**config.mk**
```make
export PLATFORM = sky130hd
export DESIGN_NAME = ysyx_23060096_wb_unit
export DESIGN_NICKNAME = d
export VERILOG_FILES = /design/src/rtl/ysyx_23060096_pkg.sv /design/src/rtl/ysyx_23060096_scoreboard.sv /design/src/rtl/ysyx_23060096_wb_unit.sv
export SDC_FILE = /design/constraint.sdc
export NUM_CORES = 1
export LEC_CHECK = 0
export ABC_CLOCK_PERIOD_IN_PS = 4900
export BUFFER_PORTS_ARGS = -buffer_cell sky130_fd_sc_hd__buf_2
export CORE_UTILIZATION = 30
export DETAILED_ROUTE_END_ITERATION = 6
export PLACE_DENSITY = 0.49
export SKIP_CTS_REPAIR_TIMING = 1
export SYNTH_ARGS = -nofsm -noshare
export SYNTH_HDL_FRONTEND = slang
export SYNTH_SLANG_ARGS = --single-unit
```
**constraint.sdc**
```tcl
create_clock -name clk -period 4.9 [get_ports clk]
set_input_delay 0.245 -clock clk [delete_from_list [all_inputs] [get_ports clk]]
set_output_delay 0.245 -clock clk [all_outputs]
set_load 0.03 [all_outputs]
```
**src/rtl/ysyx_23060096_pkg.sv**
```systemverilog
// Shared types and constants for the NPC writeback slice.
// Holds the result-channel bundle used by EXU and LSU.
package ysyx_23060096_pkg;

  localparam int REG_AW     = 5;
  localparam int DATA_WIDTH = 32;

  localparam logic [REG_AW-1:0] REG_ZERO = '0;

  typedef struct packed {
    logic [REG_AW-1:0]     rd;
    logic                  wen;
    logic [DATA_WIDTH-1:0] data;
  } wb_req_t;

endpackage

```
**src/rtl/ysyx_23060096_scoreboard.sv**
```systemverilog
// Per-register busy bits for issue stalls.
// Clear and set are applied on the same edge; x0 never reads busy.
module ysyx_23060096_scoreboard #(
  parameter int NREG   = 32,
  parameter int REG_AW = 5
) (
  input  logic              clk,
  input  logic              rstn,
  input  logic              set_en_i,
  input  logic [REG_AW-1:0] set_idx_i,
  input  logic              clr_en_i,
  input  logic [REG_AW-1:0] clr_idx_i,
  input  logic [REG_AW-1:0] qa_idx_i,
  input  logic [REG_AW-1:0] qb_idx_i,
  output logic              qa_busy_o,
  output logic              qb_busy_o,
  output logic [NREG-1:0]   busy_o
);

  logic [NREG-1:0] busy_q;
  logic [NREG-1:0] busy_d;

  always_comb begin
    busy_d = busy_q;
    if (clr_en_i) busy_d[clr_idx_i] = 1'b0;
    if (set_en_i) busy_d[set_idx_i] = 1'b1;
    busy_d[0] = 1'b0;
  end

  always_ff @(posedge clk or negedge rstn) begin
    if (!rstn) busy_q <= '0;
    else       busy_q <= busy_d;
  end

  assign qa_busy_o = busy_q[qa_idx_i];
  assign qb_busy_o = busy_q[qb_idx_i];
  assign busy_o    = busy_q;

endmodule

```
**src/rtl/ysyx_23060096_wb_unit.sv**
```systemverilog
// Writeback unit: arbitrates EXU/LSU results onto the regfile write port,
// tracks pending destinations and forwards the in-flight write.
module ysyx_23060096_wb_unit #(
  parameter int REG_AW     = ysyx_23060096_pkg::REG_AW,
  parameter int DATA_WIDTH = ysyx_23060096_pkg::DATA_WIDTH,
  parameter int NREG       = 2 ** REG_AW
) (
  input  logic                  clk,
  input  logic                  rstn,
  input  logic                  iss_valid,
  input  logic [REG_AW-1:0]     iss_rd,
  input  logic                  iss_wen,
  output logic                  iss_ready,
  input  logic                  exu_valid,
  input  logic [REG_AW-1:0]     exu_rd,
  input  logic                  exu_wen,
  input  logic [DATA_WIDTH-1:0] exu_data,
  output logic                  exu_ready,
  input  logic                  lsu_valid,
  input  logic [REG_AW-1:0]     lsu_rd,
  input  logic                  lsu_wen,
  input  logic [DATA_WIDTH-1:0] lsu_data,
  output logic                  lsu_ready,
  output logic [REG_AW-1:0]     rf_waddr,
  output logic [DATA_WIDTH-1:0] rf_wdata,
  output logic                  rf_wen,
  input  logic [REG_AW-1:0]     qa,
  input  logic [REG_AW-1:0]     qb,
  output logic                  qa_busy,
  output logic                  qb_busy,
  output logic                  qa_fwd,
  output logic                  qb_fwd,
  output logic [DATA_WIDTH-1:0] fwd_data,
  output logic                  err
);

  import ysyx_23060096_pkg::*;

  wb_req_t req;
  logic    acc;
  logic    req_write;
  logic    iss_set;

  logic [NREG-1:0]       busy;
  logic                  sb_qa_busy;
  logic                  sb_qb_busy;

  logic                  rf_wen_q;
  logic [REG_AW-1:0]     rf_waddr_q;
  logic [DATA_WIDTH-1:0] rf_wdata_q;
  logic                  err_q;

  assign lsu_ready = 1'b1;
  assign exu_ready = !lsu_valid;

  // LSU always wins; both valid is legal, hence priority not unique
  always_comb begin
    req = '0;
    acc = 1'b0;
    priority case (1'b1)
      lsu_valid: begin
        req = '{rd: lsu_rd, wen: lsu_wen, data: lsu_data};
        acc = 1'b1;
      end
      exu_valid: begin
        req = '{rd: exu_rd, wen: exu_wen, data: exu_data};
        acc = 1'b1;
      end
      default: ;
    endcase
  end

  assign req_write = acc && req.wen && (req.rd != REG_ZERO);

  assign iss_ready = !(iss_wen && (iss_rd != REG_ZERO) && busy[iss_rd]);
  assign iss_set   = iss_valid && iss_ready && iss_wen
                     && (iss_rd != REG_ZERO);

  always_ff @(posedge clk or negedge rstn) begin
    if (!rstn) begin
      rf_wen_q   <= 1'b0;
      rf_waddr_q <= '0;
      rf_wdata_q <= '0;
      err_q      <= 1'b0;
    end else begin
      rf_wen_q <= req_write;
      if (acc) begin
        rf_waddr_q <= req.rd;
        rf_wdata_q <= req.data;
      end
      if (req_write && !busy[req.rd]) err_q <= 1'b1;
    end
  end

  ysyx_23060096_scoreboard #(
    .NREG   (NREG),
    .REG_AW (REG_AW)
  ) u_sb (
    .clk       (clk),
    .rstn      (rstn),
    .set_en_i  (iss_set),
    .set_idx_i (iss_rd),
    .clr_en_i  (rf_wen_q),
    .clr_idx_i (rf_waddr_q),
    .qa_idx_i  (qa),
    .qb_idx_i  (qb),
    .qa_busy_o (sb_qa_busy),
    .qb_busy_o (sb_qb_busy),
    .busy_o    (busy)
  );

  assign qa_fwd  = rf_wen_q && (rf_waddr_q == qa) && (qa != REG_ZERO);
  assign qb_fwd  = rf_wen_q && (rf_waddr_q == qb) && (qb != REG_ZERO);
  assign qa_busy = sb_qa_busy && !qa_fwd;
  assign qb_busy = sb_qb_busy && !qb_fwd;

  assign rf_wen   = rf_wen_q;
  assign rf_waddr = rf_waddr_q;
  assign rf_wdata = rf_wdata_q;
  assign fwd_data = rf_wdata_q;
  assign err      = err_q;

endmodule

```
==> results.toml, run 1 <==
[setup_path]
r2r-start = "u_sb.busy_o[18]$_DFF_PN0_"
path_class = "flip-flop to flip-flop"
worst_setup_path_start_kind = "flip-flop"
worstPathMaxFanout = 14
cp-end-kind = "flip-flop"
reg2reg_slack_ps = 2310
critical_path_arrival_ps = 2840
startpoint = "u_sb.busy_o[18]$_DFF_PN0_"
worstPathRequired_ps = 5160

[route]
viasPerCell = 5.13
totalWireLength_um = 14800
drc = 0
final_antenna_net_count = 0
avgRoutedWirePerCell_um = 17.7
drtPass1Iterations = 4
vias = 4286
drt_iter0_markers = 286

[yosys]
synth_area_per_cell_sq_um = 9.49
synth_seq_area_share_pct = 36.8
synth_nets = 598
async_reset_ff_share_pct = 100
synth_area_sq_um = 4760
synth-seq-cells = 70
synth_edf_count = 0
yosys_warnings = 0
yosysUniqueCellTypes = 48
syn_inst = 501
synth-main-ff-cell = "dfrtp_1"

[clock_network]
clk_latency_ps = 340
htreeDepth = 3
numCtsBuffers = 9
clk_pin_slew_worst_paths_ps = 60
cts_root_buf = "clkbuf_16"
cts_buffer_depth = 2
cts_tree = "yes"
cts.sinks = 70

[cells_and_area]
layout_common_cells = "buf_2 (173), nand2_1 (79), o21ai_0 (76)"
fillCellCount = 1586
final_common_cell = "buf_2"
n_antenna_cell = 0
multiInputGateArea_sq_um = 2600
final_util_pct = 38.2
nNetsFinal = 716
instances_no_fill = 835
ff_latch_area_sq_um = 1750
drive_above_1_share_pct = 37.5
syn_to_final_growth_pct = 22.9

[timing]
maxSlewHeadroom_pct = 37.3
setup_viol = 0
max_freq_ghz = 0.386
finalSetupTns_ps = 0
fin_skew_ps = 7.68
rsz0062_at_grt = "false"
fin_crit_ps = 2590
hold_viol_final = 0
worst_slew_pin_slew_ps = 940
period_share_pct = 52.8
holdWs_ps = 44.4
timing.final.max_slew_violations = 0

[placed_design]
place.gp.congestion = 0.801
io_buffers = 173
place_inst = 819
dpl.hpwl_um = 10900

[die]
start_util_pct = 31.1
ios = 175
rows = 45
die_h_um = 128
core_area_sq_um = 15300
die-area_sq_um = 16400
die_w_um = 128

[pwr]
p_leak_nw = 2.66
totalPowerFinal_w = 0.00232
ir_drop_uv = 171
p_per_area_nw_per_um2 = 397

[grt]
grt_pass1_vias = 4106
grt_pass1_wl_um = 23300
antenna_found_initial = 0
grt_usage_pct = 18.7
grt-ovfl-total = 0
grt_max_degree = 85

[worst_hold_path]
min_path_type = "input pin to asynchronous set/reset pin"

[flow_run]
cap_violations = 0

[status]
status = "completed"
==> cells by family after synthesis <==
kind of cell	count (synthesis)	synth area share [%]
AO/OA/AOI/OAI	123	15.0
flip-flops	70	36.8
multiplexers	76	22.7
other	1	0.0789
AND/OR/NAND/NOR	153	15.4
XOR/XNOR	8	1.47
buffers and inverters	70	8.44
==> layer usage <==
layer  global-route usage [%]  wire, um  vias up
li1                         -         -     2014
met2                     29.7      7260      162
met4                     8.30       325        0
met1                     25.1      6240     2091
met5                        0         0        -
met3                     3.01       987       19
==> where the power goes <==
part / switching [W] / internal (W) / leakage [nW] / total [W]
Sequential: 0.000186 / 0.000696 / 0.798 / 0.000882
Clock: 0.000246 / 0.000487 / 0.166 / 0.000732
Combinational: 0.000381 / 0.000326 / 1.69 / 0.000707
Total: 0.000813 / 0.00151 / 2.66 / 0.00232
==> sequential cells by signal, indices dropped and copies added, names as in the netlist <==
signal,count
err,1
fwd_data,32
rf_waddr,5
u_sb.busy_o,31
rf_wen,1
==> synthesized netlist by cell type, drive strengths merged, types with 7 or more instances <==
cell,count,share of area (%)
and2,7,0.92
buf,40,6.1
clkbuf,29,2.3
dfrtp,70,37
mux2i,45,9.5
mux4,25,12
nand2,79,6.2
nand3,21,2.2
nand3b,9,1.7
nor2,17,1.3
o21ai,91,9.7
==> area by class of cell <==
type | instances | share of cell area, %
timing repair buffer | 176 | 15.2
clock buffer | 13 | 4.62
multi-input combinational | 361 | 44.5
clock inverter | 3 | 1.11
sequential | 70 | 30.0
inverter | 1 | 0.0642
tap | 211 | 4.52
==> critical path: stages, from the launching register on <==
cell and delay [ps]:
dfrtp_1 420, mux4_2 480, a22o_1 250, a221oi_2 210
and4_1 590, nand2_1 340, o21ai_1 220
==> metrics by stage <==
stage | setup slack, ps | instance area (sq um)
2_1_floorplan | 2680 | 4760
3_3_place_gp | 2190 | 5510
3_5_place_dp | 2120 | 5510
4_1_cts | 2360 | 5850
5_1_grt | 2180 | 5850
6_report | 2310 | 5850
==> path summary, 6_finish.rpt <==
kind / end / cells after the start
max in group asynchronous: u_sb.busy_o[30]$_DFF_PN0_ / 2
worst min-delay path: fwd_data[27]$_DFFE_PN0P_ / 1
min in group clk: fwd_data[12]$_DFFE_PN0P_ / 3
worst max register to register: u_sb.busy_o[8]$_DFF_PN0_ / 6
worst min register to register: err$_DFFE_PN0P_ / 1
worst max-delay path: u_sb.busy_o[8]$_DFF_PN0_ / 6
(Power assumes the default switching activity.)
==> inputs of run 2 (changes only) <==
--- a/config.mk
+++ b/config.mk
@@ -5,7 +5,7 @@
 export SDC_FILE = /design/constraint.sdc
 export NUM_CORES = 1
 export LEC_CHECK = 0
-export ABC_CLOCK_PERIOD_IN_PS = 4900
+export ABC_CLOCK_PERIOD_IN_PS = 2500
 export BUFFER_PORTS_ARGS = -buffer_cell sky130_fd_sc_hd__buf_2
 export CORE_UTILIZATION = 30
 export DETAILED_ROUTE_END_ITERATION = 6
==> constraint.sdc (replaced) <==
create_clock -name clk -period 2.5 [get_ports clk]
set_input_delay 0.125 -clock clk [delete_from_list [all_inputs] [get_ports clk]]
set_output_delay 0.125 -clock clk [all_outputs]
set_load 0.03 [all_outputs]
==> results.toml, run 2 (synthesis results as in run 1) <==
[status]
status = "complete, but fails checks"
violations = "negative hold slack"

[cells_and_area]
n_antenna_cell = 0
layout_common_cells = "buf_2 (173), nand2_1 (79), o21ai_0 (76)"
final_common_cell = "buf_2"
syn_to_final_growth_pct = 24.2
drive_above_1_share_pct = 38.0
multiInputGateArea_sq_um = 2600
nNetsFinal = 726
fillCellCount = 1577
ff_latch_area_sq_um = 1750
largest_reg_flops = 32

[timing]
period_share_pct = 93.5
fin_crit_ps = 2340
finalSetupTns_ps = 0
fin_skew_ps = 12.1
rsz0062_at_grt = "false"
worst_slew_pin_slew_ps = 753
maxSlewHeadroom_pct = 49.7
holdWs_ps = -16.7
setup_viol = 0
timing.final.max_slew_violations = 0
hold_viol_final = 19
max_freq_ghz = 0.428

[clock_network]
htreeDepth = 3
cts_tree = "yes"
clk_latency_ps = 350
cts_root_buf = "clkbuf_16"
numCtsBuffers = 9
cts.sinks = 70
clk_pin_slew_worst_paths_ps = 60
cts_buffer_depth = 2

[die]
ios = 175
start_util_pct = 31.1
core_area_sq_um = 15300
die-area_sq_um = 16400
die_w_um = 128
die_h_um = 128
rows = 45

[pwr]
p_seq_share_pct = 38.8
pwr-share-clk_pct = 29.1
p_sw_share_pct = 36.4
p_per_area_nw_per_um2 = 748
p_int_w = 0.00281
p_leak_nw = 2.69
ir_drop_uv = 375
combPwrFrac_pct = 32.1
net-switching-power_w = 0.00161
totalPowerFinal_w = 0.00442

[grt]
grt_usage_pct = 18.5
grt_pass1_wl_um = 22900
grt_pass1_vias = 4092
antenna_found_initial = 0
grt-ovfl-total = 0
grt_max_degree = 66

[worst_hold_path]
hold_start = "lsu_data[0]"
min_delay_path_depth = 3
min_path_type = "input pin to flip-flop"
min_to = "fwd_data[0]$_DFFE_PN0P_"

[route]
drt_iter0_markers = 276
viasPerCell = 5.09
vias = 4299
totalWireLength_um = 14900
avgRoutedWirePerCell_um = 17.6
drc = 0
drtPass1Iterations = 5
final_antenna_net_count = 0

[flow_run]
cap_violations = 0

[setup_path]
reg2reg_slack_ps = 270
r2r-start = "u_sb.busy_o[19]$_DFF_PN0_"
r2r-end = "u_sb.busy_o[24]$_DFF_PN0_"
worstPathRequired_ps = 2380
critical_path_arrival_ps = 2210
path_class = "flip-flop to output pin"
worst_setup_path_start_kind = "flip-flop"
rr_worst_depth = 6
worstPathMaxFanout = 5
cp-end-kind = "output pin"

[placed_design]
place.gp.congestion = 0.834
dpl.hpwl_um = 11200
io_buffers = 173
-- run 2: cell count changes in the layout (fill, tap and decap cells not counted), sizes merged --
cell         previous run  this run
clkinvlp                0         1
bufinv                  2         1
clkinv                  1         4
dlygate4sd3             0         4
clkbuf                 13        10
buf                   176       182
-- run 2: worst max path at each step --
stage | start | slack, ps | to | cells after the start
final | u_sb.busy_o[19]$_DFF_PN0_ | 160 | iss_ready | 6
after global routing | u_sb.busy_o[31]$_DFF_PN0_ | 50 | qa_busy | 5
after global placement | iss_rd[0] | 230 | u_sb.busy_o[2]$_DFF_PN0_ | 7
after CTS | u_sb.busy_o[19]$_DFF_PN0_ | 140 | iss_ready | 6
after floorplan | rf_waddr[2]$_DFFE_PN0P_ | 430 | qa_busy | 6
after detailed placement | iss_rd[0] | 190 | u_sb.busy_o[2]$_DFF_PN0_ | 7
-- run 2: critical path: stages (launching register included) --
cell and delay (ps):
dfrtp_1 420, mux4_2 480, a22o_1 260, a221oi_2 230, and2_1 170, a21bo_2 130, buf_2 180
-- run 2: area by class of cell --
cell class | instances | area share [%]
clock buffer | 10 | 4.04
tap | 211 | 4.47
multi-input combinational | 361 | 44.0
clock inverter | 6 | 1.04
sequential | 70 | 29.6
timing repair buffer | 186 | 16.7
inverter | 1 | 0.0635
-- run 2: per-layer routing --
layer  routed length, um  track usage, %  up-vias
li1                    -               -     2033
met1                6260            24.0     2110
met2                7490            30.3      137
met3                 775            3.51       19
met4                 322            7.54        0
met5                   0               0        -
-- run 2: through the flow --
step	utilization, %	setup WS (ps)	cells	area, sq um
2_1_floorplan	-	431	501	4760
3_3_place_gp	36.4	232	825	5570
3_5_place_dp	36.4	185	825	5570
4_1_cts	38.3	145	841	5870
5_1_grt	38.6	50.3	845	5910
6_report	38.6	162	845	5910
-- run 2: power by group through the flow --
stage               Clock (W)  Sequential, W  Combinational, W
floorplan                   0        0.00167          0.000998
global placement            0        0.00172           0.00140
detailed placement          0        0.00172           0.00142
CTS                   0.00133        0.00171           0.00142
global route          0.00138        0.00174           0.00155
finish                0.00129        0.00171           0.00142
==> inputs of run 3 (changes only) <==
--- a/config.mk
+++ b/config.mk
@@ -7,9 +7,11 @@
 export LEC_CHECK = 0
 export ABC_CLOCK_PERIOD_IN_PS = 2500
 export BUFFER_PORTS_ARGS = -buffer_cell sky130_fd_sc_hd__buf_2
+export CELL_PAD_IN_SITES_DETAIL_PLACEMENT = 0
+export CELL_PAD_IN_SITES_GLOBAL_PLACEMENT = 1
 export CORE_UTILIZATION = 30
 export DETAILED_ROUTE_END_ITERATION = 6
-export PLACE_DENSITY = 0.49
+export PLACE_DENSITY = 0.64
 export SKIP_CTS_REPAIR_TIMING = 1
 export SYNTH_ARGS = -nofsm -noshare
 export SYNTH_HDL_FRONTEND = slang
==> results.toml, run 3 (synthesis results as in run 1) <==
[pwr]
ir_drop_uv = 343
p_leak_nw = 2.72
p_per_area_nw_per_um2 = 743

[die]
rows = 45
die_h_um = 128
start_util_pct = 31.1
die_w_um = 128
core_area_sq_um = 15300
ios = 175
die-area_sq_um = 16400

[route]
drc = 0
final_antenna_net_count = 0
totalWireLength_um = 15000
viasPerCell = 5.04
drtPass1Iterations = 5
drt_iter0_markers = 293
vias = 4308
avgRoutedWirePerCell_um = 17.6

[setup_path]
rr_worst_depth = 6
worstPathRequired_ps = 2760
worstPathMaxFanout = 7
critical-path-max-stage-delay_ps = 490
cpMaxStageDelayCell = "mux4_2"
r2r-end = "u_sb.busy_o[4]$_DFF_PN0_"
cp_top_family = "compound AO/OA/AOI/OAI gates"
worst_setup_path_start_kind = "flip-flop"
cp.buffers_inverters = 0
crit_chain = "mux4_2 > a22o_1 > a221oi_2 > and4_1 > nand2_1 > o21ai_1"
critical_path_arrival_ps = 2610
cp-end-kind = "flip-flop"
reg2reg_slack_ps = 150
r2r-start = "u_sb.busy_o[19]$_DFF_PN0_"
path_class = "flip-flop to flip-flop"

[cells_and_area]
finish.instance_area_sq_um = 6000
instances_no_fill = 855
n_antenna_cell = 0
syn_to_final_growth_pct = 26.2
nNetsFinal = 736
fillCellCount = 1592
final_common_cell = "buf_2"
ff_latch_area_sq_um = 1750
multiInputGateArea_sq_um = 2600
drive_above_1_share_pct = 37.9
largest_reg_flops = 32
layout_common_cells = "buf_2 (173), nand2_1 (79), o21ai_0 (76)"

[timing]
finalSetupTns_ps = 0
worst_slew_pin_slew_ps = 773
maxSlewHeadroom_pct = 48.4
max_freq_ghz = 0.426
rsz0062_at_grt = "false"
timing.final.max_slew_violations = 0
holdWs_ps = -17.9
setup_slack_ps = 152
hold_viol_final = 16
setup_viol = 0
fin_crit_ps = 2350
period_share_pct = 93.9
fin_skew_ps = 6.72

[clock_network]
cts_tree = "yes"
htreeDepth = 3
cts_buffer_depth = 2
cts_root_buf = "clkbuf_16"
numCtsBuffers = 9
clk_latency_ps = 340
clk_pin_slew_worst_paths_ps = 70
cts.sinks = 70

[worst_hold_path]
min_path_type = "input pin to flip-flop"
min_delay_path_depth = 3
min_to = "fwd_data[27]$_DFFE_PN0P_"
hold_start = "lsu_data[27]"

[grt]
grt_pass1_wl_um = 23000
grt_max_degree = 47
grt_usage_pct = 18.6
grt-ovfl-total = 0
antenna_found_initial = 0
grt_pass1_vias = 4128

[placed_design]
dpl.hpwl_um = 11200
dp_slack_ps = 150
placed_cell_area_sq_um = 5590
io_buffers = 173
place_inst = 828
place.gp.congestion = 0.845

[status]
status = "complete, but fails checks"
violations = "negative hold slack"

[flow_run]
cap_violations = 0
[run 3: how the worst max path moves through the flow]
stage	from	to	slack [ps]	cells after the start
4_1_cts	u_sb.busy_o[19]$_DFF_PN0_	iss_ready	150	6
3_5_place_dp	iss_rd[0]	u_sb.busy_o[12]$_DFF_PN0_	150	7
2_1_floorplan	rf_waddr[2]$_DFFE_PN0P_	qa_busy	430	6
6_report	u_sb.busy_o[19]$_DFF_PN0_	u_sb.busy_o[4]$_DFF_PN0_	150	6
5_1_grt	u_sb.busy_o[19]$_DFF_PN0_	u_sb.busy_o[4]$_DFF_PN0_	5	6
3_3_place_gp	iss_rd[0]	u_sb.busy_o[2]$_DFF_PN0_	190	7
[run 3: per-stage QoR]
stage,utilization (%),power [W],hold WS (ps)
after detailed placement,36.5,0.00315,188
after CTS,38.5,0.00446,-189
after global routing,39.2,0.00470,2.84
final,39.2,0.00446,-17.9
after global placement,36.5,0.00312,185
after floorplan,-,0.00267,-171
[run 3: area by class of cell]
cell class	instances	share of cell area, %
multi-input cells	361	43.4
well taps	211	4.40
inverters	1	0.0626
clock inverters	7	1.25
flip-flops and latches	70	29.2
repair buffers	196	18.0
clock buffers	9	3.75
[run 3: layer usage]
| layer | share of wire (%) | track usage, % | up-vias |
|---|---|---|---|
| met3 | 6.2 | 4.47 | 26 |
| met1 | 42 | 23.7 | 2064 |
| met4 | 2.3 | 6.51 | 0 |
| met2 | 49 | 30.6 | 162 |
| li1 | - | - | 2056 |
| met5 | 0 | 0 | - |
[run 3: power breakdown]
part	switching, W	leakage [nW]	internal, W
combinational	0.000789	1.79	0.000671
sequential	0.000331	0.798	0.00136
clock	0.000531	0.138	0.000773
[run 3: worst reg2reg max path, delay by kind of cell, from the launching register on]
kind | cells | cell delay (ps)
simple gates | 2 | 680
compound gates | 3 | 690
mux | 1 | 490
flops | 1 | 410
